### src/rtl/fifo_w_drain.sv
`default_nettype none
`timescale 1ns/1ps
// ============================================================================
// Module   : fifo_w_drain
// Purpose  : Read-side drain for the interconnect write path. Pops a burst
//            length from the command FIFO, then pops len+1 data beats from the
//            data FIFO and presents them on an AXI-style write-data channel.
//            Both FIFOs are read through a show-ahead head/empty/read_en view.
// Ports    : clk, clr (async, active-low)
//            cmd_empty/cmd_head/cmd_read_en : command FIFO read port
//            dat_empty/dat_head/dat_read_en : data FIFO read port
//            wdata/wvalid/wlast/wready      : write-data channel
//            busy       : burst in progress or beat still pending
//            burst_done : one-cycle pulse after the wlast handshake
//            stall_cnt  : saturating count of data-underrun cycles
// Revision : 1.0 - initial release
// ============================================================================
module fifo_w_drain #(
    parameter int DATA_WIDTH  = 32,
    parameter int LEN_WIDTH   = 8,
    parameter int STALL_WIDTH = 16
) (
    input  logic                   clk,
    input  logic                   clr,
    input  logic                   cmd_empty,
    input  logic [LEN_WIDTH-1:0]   cmd_head,
    output logic                   cmd_read_en,
    input  logic                   dat_empty,
    input  logic [DATA_WIDTH-1:0]  dat_head,
    output logic                   dat_read_en,
    output logic [DATA_WIDTH-1:0]  wdata,
    output logic                   wvalid,
    output logic                   wlast,
    input  logic                   wready,
    output logic                   busy,
    output logic                   burst_done,
    output logic [STALL_WIDTH-1:0] stall_cnt
);

    typedef enum logic [0:0] {
        S_IDLE   = 1'b0,
        S_ACTIVE = 1'b1
    } state_t;

    localparam logic [LEN_WIDTH:0]     c_beat_one  = {{LEN_WIDTH{1'b0}}, 1'b1};
    localparam logic [STALL_WIDTH-1:0] c_stall_one = {{(STALL_WIDTH-1){1'b0}}, 1'b1};
    localparam logic [STALL_WIDTH-1:0] c_stall_max = {STALL_WIDTH{1'b1}};

    state_t                 r_state;
    state_t                 w_state_nxt;
    logic [LEN_WIDTH-1:0]   r_len;
    // One bit wider than len so a len of all-ones counts to 2^LEN_WIDTH cleanly.
    logic [LEN_WIDTH:0]     r_beat;
    logic [DATA_WIDTH-1:0]  r_wdata;
    logic                   r_wvalid;
    logic                   r_wlast;
    logic                   r_burst_done;
    logic [STALL_WIDTH-1:0] r_stall_cnt;

    logic w_slot_free;
    logic w_last_beat;
    logic w_cmd_pop;
    logic w_dat_pop;

    // The output register can accept a new beat when empty or draining now.
    assign w_slot_free = !r_wvalid || wready;
    assign w_last_beat = (r_beat == {1'b0, r_len});

    // ------------------------------------------------------------------------
    // Next-state and FIFO pop decode. Pops are gated by clr so that no FIFO
    // entry is consumed while the registers that would capture it are held.
    // ------------------------------------------------------------------------
    always_comb begin
        w_state_nxt = r_state;
        w_cmd_pop   = 1'b0;
        w_dat_pop   = 1'b0;
        case (r_state)
            S_IDLE: begin
                if (clr && !cmd_empty) begin
                    w_cmd_pop   = 1'b1;
                    w_state_nxt = S_ACTIVE;
                end
            end
            S_ACTIVE: begin
                if (clr && w_slot_free && !dat_empty) begin
                    w_dat_pop = 1'b1;
                    if (w_last_beat) begin
                        w_state_nxt = S_IDLE;
                    end
                end
            end
            default: begin
                w_state_nxt = S_IDLE;
            end
        endcase
    end

    always_ff @(posedge clk or negedge clr) begin
        if (!clr) begin
            r_state <= S_IDLE;
        end else begin
            r_state <= w_state_nxt;
        end
    end

    // ------------------------------------------------------------------------
    // Burst bookkeeping and the registered write-data channel.
    // ------------------------------------------------------------------------
    always_ff @(posedge clk or negedge clr) begin
        if (!clr) begin
            r_len        <= '0;
            r_beat       <= '0;
            r_wdata      <= '0;
            r_wvalid     <= 1'b0;
            r_wlast      <= 1'b0;
            r_burst_done <= 1'b0;
            r_stall_cnt  <= '0;
        end else begin
            if (w_cmd_pop) begin
                r_len  <= cmd_head;
                r_beat <= '0;
            end

            if (w_dat_pop) begin
                r_wdata  <= dat_head;
                r_wvalid <= 1'b1;
                r_wlast  <= w_last_beat;
                r_beat   <= r_beat + c_beat_one;
            end else if (r_wvalid && wready) begin
                // Beat accepted with nothing to replace it; wdata keeps its value.
                r_wvalid <= 1'b0;
                r_wlast  <= 1'b0;
            end

            r_burst_done <= r_wvalid && wready && r_wlast;

            // Count only cycles lost to an empty data FIFO, not to backpressure.
            if ((r_state == S_ACTIVE) && w_slot_free && dat_empty &&
                (r_stall_cnt != c_stall_max)) begin
                r_stall_cnt <= r_stall_cnt + c_stall_one;
            end
        end
    end

    assign cmd_read_en = w_cmd_pop;
    assign dat_read_en = w_dat_pop;
    assign wdata       = r_wdata;
    assign wvalid      = r_wvalid;
    assign wlast       = r_wlast;
    assign busy        = (r_state == S_ACTIVE) || r_wvalid;
    assign burst_done  = r_burst_done;
    assign stall_cnt   = r_stall_cnt;

endmodule
`default_nettype wire

### config.mk
export PLATFORM = sky130hd
export DESIGN_NAME = fifo_w_drain
export DESIGN_NICKNAME = d
export VERILOG_FILES = /design/src/rtl/fifo_w_drain.sv
export SDC_FILE = /design/constraint.sdc
export NUM_CORES = 1
export LEC_CHECK = 0
export ABC_AREA = 1
export CORE_MARGIN = 8
export CORE_UTILIZATION = 42
export DETAILED_ROUTE_END_ITERATION = 8
export GPL_ROUTABILITY_DRIVEN = 0
export PLACE_DENSITY = 0.76
export SLEW_MARGIN = 20
export SYNTH_ARGS = -nofsm -noshare
export SYNTH_HDL_FRONTEND = slang
export SYNTH_SLANG_ARGS = --single-unit
### constraint.sdc
create_clock -name clk -period 1.4 [get_ports clk]
set_clock_uncertainty 0.1 [all_clocks]
set_input_delay 0.35 -clock clk [delete_from_list [all_inputs] [get_ports clk]]
set_output_delay 0.35 -clock clk [all_outputs]
set_load 0.02 [all_outputs]
-- After elaboration in Yosys (flattened, before gate mapping)
Cells that the tools add are included.
- reductions and logical operators: 15
- equality and inequality tests: 2
- bitwise operators: 1
- add/sub/neg operators: 2
- mux-type cells: 12
- operators by type and width (cell ; number):
    $mux 9 ; 2
    $add 16x1->16 const B ; 1
    $ne 16x16->1 const B ; 1
    $add 9x1->9 const B ; 1
    $eq 9x8->1 ; 1
    $mux 1 ; 9
    $logic_and 1x1->1 ; 8
    $reduce_bool 2->1 ; 2
    $logic_not 1->1 ; 3
    $logic_or 1x1->1 ; 2
    $pmux 1 s2 ; 1
    $not 1->1 ; 1
- bits in registers: 69
- output and inout bits: 54
- logic and storage cells: 40
- input bits: 45

-- Longest topological paths before layout
- depth after elaboration: 7
- mapped depth: 9
- depth with buffers taken out: 8

-- Worst setup path after synthesis
Ideal clock, no wire load.
- path type: register to register
- from: reg r_stall_cnt[0] (netlist: stall_cnt[0])
- to: reg r_stall_cnt[3] (netlist: stall_cnt[3])
- setup slack: -253 ps
- setup time: 65 ps
- path buffers: 1
- arrival: 1488 ps
- required time: 1235 ps
- period minus slack after synthesis: 1653 ps
- stages on the path, launching flop included: 9
- cells stage by stage: dfrtp_1 -> ha_1 -> nand3_2 -> nor2_4 -> nand2_2 -> nand2_4 -> buf_6 -> nand2_1 -> nand2_1
- longest elaborated chain between the ends: 2
- elaborated cells on any way between the ends: 3
- those cells by class: add/sub: 1; eq/ne: 1; reduce/logical: 1
- ends and longest elaborated chain (item ; line ; text):
    start: declaration ; 58 ; logic [STALL_WIDTH-1:0] r_stall_cnt;
    start signal: assignment ; 140 ; r_stall_cnt <= r_stall_cnt + c_stall_one;
    parallel branches: the longest is 2 deep, another holds $add 16x1->16 ; n/a ;
Parallel ways; which one is timed is not known.
A chain may end at the register's enable or synchronous reset.

-- Worst setup path in the final report
- from: reg r_wvalid (netlist: wvalid)
- to: out dat_read_en
- longest elaborated chain between the ends: 6
- ends and longest elaborated chain (item ; line ; text):
    start: declaration ; 55 ; logic r_wvalid;
    start signal: assignment ; 114 ; r_wvalid <= 1'b0;
    start signal: assignment ; 126 ; r_wvalid <= 1'b1;
    start signal: assignment ; 131 ; r_wvalid <= 1'b0;
    $logic_not 1->1 ; 66 ; assign w_slot_free = !r_wvalid || wready;
    $logic_or 1x1->1 ; 66 ;
    $logic_and 1x1->1 (2 in series) ; 85 ; if (clr && w_slot_free && !dat_empty) begin
    $mux 1 ; 85 ;
    $mux 1 ; 77 ; case (r_state)
    end: declaration ; 30 ; output logic dat_read_en,
No other way between the ends.

==> parameters.txt <==
Parameter                              Value

Synthesis
  Mapped Area ... 3270 sq um
  Gate Count Post-Synth ... 425
  Flip-flop and latch count after synthesis ... 69
  Net Count, Synth ... 472
  Total of warnings raised by yosys ... 0
  Mean post-synth cell area ... 7.69 sq um
  Number of distinct library cells after synthesis ... 25
  Share of async-settable or async-resettable flops after synthesis ... 100%
  Prevailing post-synth register cell ... dfrtp_1
  Portion of the post-synthesis area used by sequential elements ... 52.8%
  Number of flops mapped to enable cells by yosys ... 0

Setup path
  Crit Path Category ... flop to output port
  Slowest stage cell, crit path ... dfrtp_2
  CP cell instances ... buf_6, nand2_4, nand4_1, inv_2, buf_6
  Biggest fanout along the worst timing path ... 3
  Startpoint types ... flop
  Sum of buffers and inverters on the critical path ... 3
  Top Family by Delay on Critical Path ... flip-flops
  Critical path data arrival time ... 1280 ps
  Stage delay of the slowest cell on the critical path ... 420 ps
  Most frequent cell on the critical path ... buf_6
  Worst Path Required ... 950 ps
  Worst setup EP type ... output port

Cells and area
  # diodes ... 0
  Post-Layout Cell Count ... 698
  Most common cell after layout, fill and taps aside ... nand2_1
  Fill count ... 569
  Final #Nets ... 638
  Area grow syn2layout ... 64.6%
  Share of post-route cells with drive strength above 1 ... 40.6%
  Utilization after layout ... 70.4%
  Highest-count cells in the layout ignoring fill and taps ... 152 x nand2_1, 58 x dfrtp_1, 52 x nand2_2

Placed design
  Cells after DPL ... 657
  DP Worst Slack ... -654 ps
  Count of port buffers added during placement ... 98
  HPWL after DPL ... 6800 um

Route
  Number of detailed-route iterations in the first pass ... 4
  Wire per inst ... 16.2 um
  Via Count ... 3,451
  DRC violation count after routing ... 0
  Count of nets left with antenna violations after detail routing ... 0
  Via-per-instance ratio ... 4.94
  Number of DRC violations after detailed-routing iteration 0 ... 219
  Final wirelength ... 11,300 um

Floorplan
  Die height ... 104 um
  Die area ... 10,900 sq um
  Starting utilization of the core area ... 42.8%
  Die Span X ... 104 um
  Count of pins on the block boundary ... 99
  Placeable Area ... 7650 sq um
  Number of placement rows ... 32

CTS
  Number of sinks driven by the clock tree ... 69
  CTS tree ... yes
  Cts hold-fix bufs ... 0
  Maximum count of clock buffers along a single path ... 2
  TritonCTS buffer count ... 9
  Clock latency reported for the late side of the worst-skew pair ... 340 ps
  Root Buffer Master ... clkbuf_8
  Clock transition time at the flip-flop clock pins of the worst setup and hold paths ... 80 ps
  Clock H-tree levels ... 3

Timing
  RSZ-0062 raised after global routing ... yes
  Top achievable clock speed ... 577 MHz
  Count of endpoints failing setup in the final report ... 65
  Shortest clock period the worst path allows after layout ... 1730 ps
  Number of hold violations in the final report ... 0
  Final Worst Setup Slack ... -333 ps
  Transition at the pin with the smallest max-transition slack ... 863 ps
  Max-slew violation count ... 0
  Tcrit/Tclk final ... 124%
  Worst slew margin relative to its limit ... 42.4%
  Worst hold slack ... 257 ps

Power
  Power after layout ... 6400 uW
  Leakage power ... 0.00274 uW
  Power Dens Cells ... 1190 nW/um^2
  Max rail drop VDD ... 0.692 mV

Global route
  GRT Residual Overflow ... 0
  Fraction of met1 tracks used by global routing ... 20.7%
  GRT Resource Usage Total ... 17.6%
  Routing usage on met3 ... 4.58%
  Pin count of the biggest net entering global routing ... 70
  Antenna violations before repair ... 0
  Most used routing layer in global routing ... met2
  Wire length of the first global-routing pass ... 15,900 um
  M2 GR Usage ... 30.1%
  Number of global-route vias before repair ... 3,270

Min path
  Type of the tightest min-delay check ... input port to async pin

Run status
  Violated checks ... setup timing
  Run status ... finished with violations

Job
  Max-cap violations ... 0
-- per-layer routing --
metal	part of all wire (%)	up-vias
li1	-	1650
met1	39	1637
met2	51	130
met3	6.3	34
met4	3.4	0
met5	0	-
-- final timing paths --
kind | from | to | depth (start not counted) | slack [ps]
min in group clk | wready | wvalid | 4 | 360
max in group asynchronous | clr | stall_cnt[0] | 3 | 340
setup reg to reg | wvalid | stall_cnt[7] | 8 | -160
hold reg to reg | wdata[5] | wdata[5] | 2 | 380
setup / recovery | wvalid | dat_read_en | 5 | -330
hold / removal | clr | r_beat[5] | 3 | 260
-- layout make-up --
type / instances / area, sq um / area share [%]
clock buffers: 11 / 131 / 2.44
clock inverters: 5 / 52.6 / 0.977
inverters: 38 / 150 / 2.79
multi-input cells: 309 / 1730 / 32.1
flip-flops and latches: 69 / 1740 / 32.3
well taps: 102 / 128 / 2.37
repair buffers: 164 / 1450 / 26.9
-- cell usage after synthesis, drive strengths merged (8+ instances only) --
cell / number / area [sq um]
inv: 38 / 143
o21ai: 20 / 100
xnor2: 10 / 87.6
dfrtp: 69 / 1730
nand2: 211 / 802
buf: 8 / 43.8
nor2: 27 / 111
nand4: 10 / 62.6
nand3: 21 / 110
-- repair_timing --
| action | in CTS | in global routing |
|---|---|---|
| gates resized for setup | 273 | 123 |
| setup buffers | 5 | 15 |
| pin swaps | 7 | 38 |
| gates cloned | 2 | 4 |
| setup endpoints to repair | 108 | 73 |
-- worst min-delay path, stage by stage --
cell and delay [ps]:
buf_2 100, buf_4 110, buf_4 680
-- report_power, final --
part           switching [uW]  internal, uW
Combinational            1230           971
Sequential                295          2320
Clock                     765           816
Total                    2290          4110
-- registers in the layout, indices dropped and copies added (netlist names) --
register	cells
wdata	32
r_state	1
stall_cnt	16
burst_done	1
r_len	8
r_beat	9
wlast	1
wvalid	1
-- logic make-up after synthesis --
| group | Yosys count | synth area share [%] |
|---|---|---|
| buf+inv | 48 | 5.93 |
| simple gates | 272 | 33.9 |
| xor+xnor | 11 | 2.95 |
| flops | 69 | 52.8 |
| compound gates | 23 | 3.67 |
| fa+ha+maj | 2 | 0.765 |
-- per-stage QoR --
step	instance area, sq um	TNS, ps
final	5380	-6450
after global placement	4670	-29640
after detailed placement	4670	-32460
after global routing	5380	-9830
after floorplan	3310	-183
after CTS	4840	-4010
(Power assumes the default switching activity.)
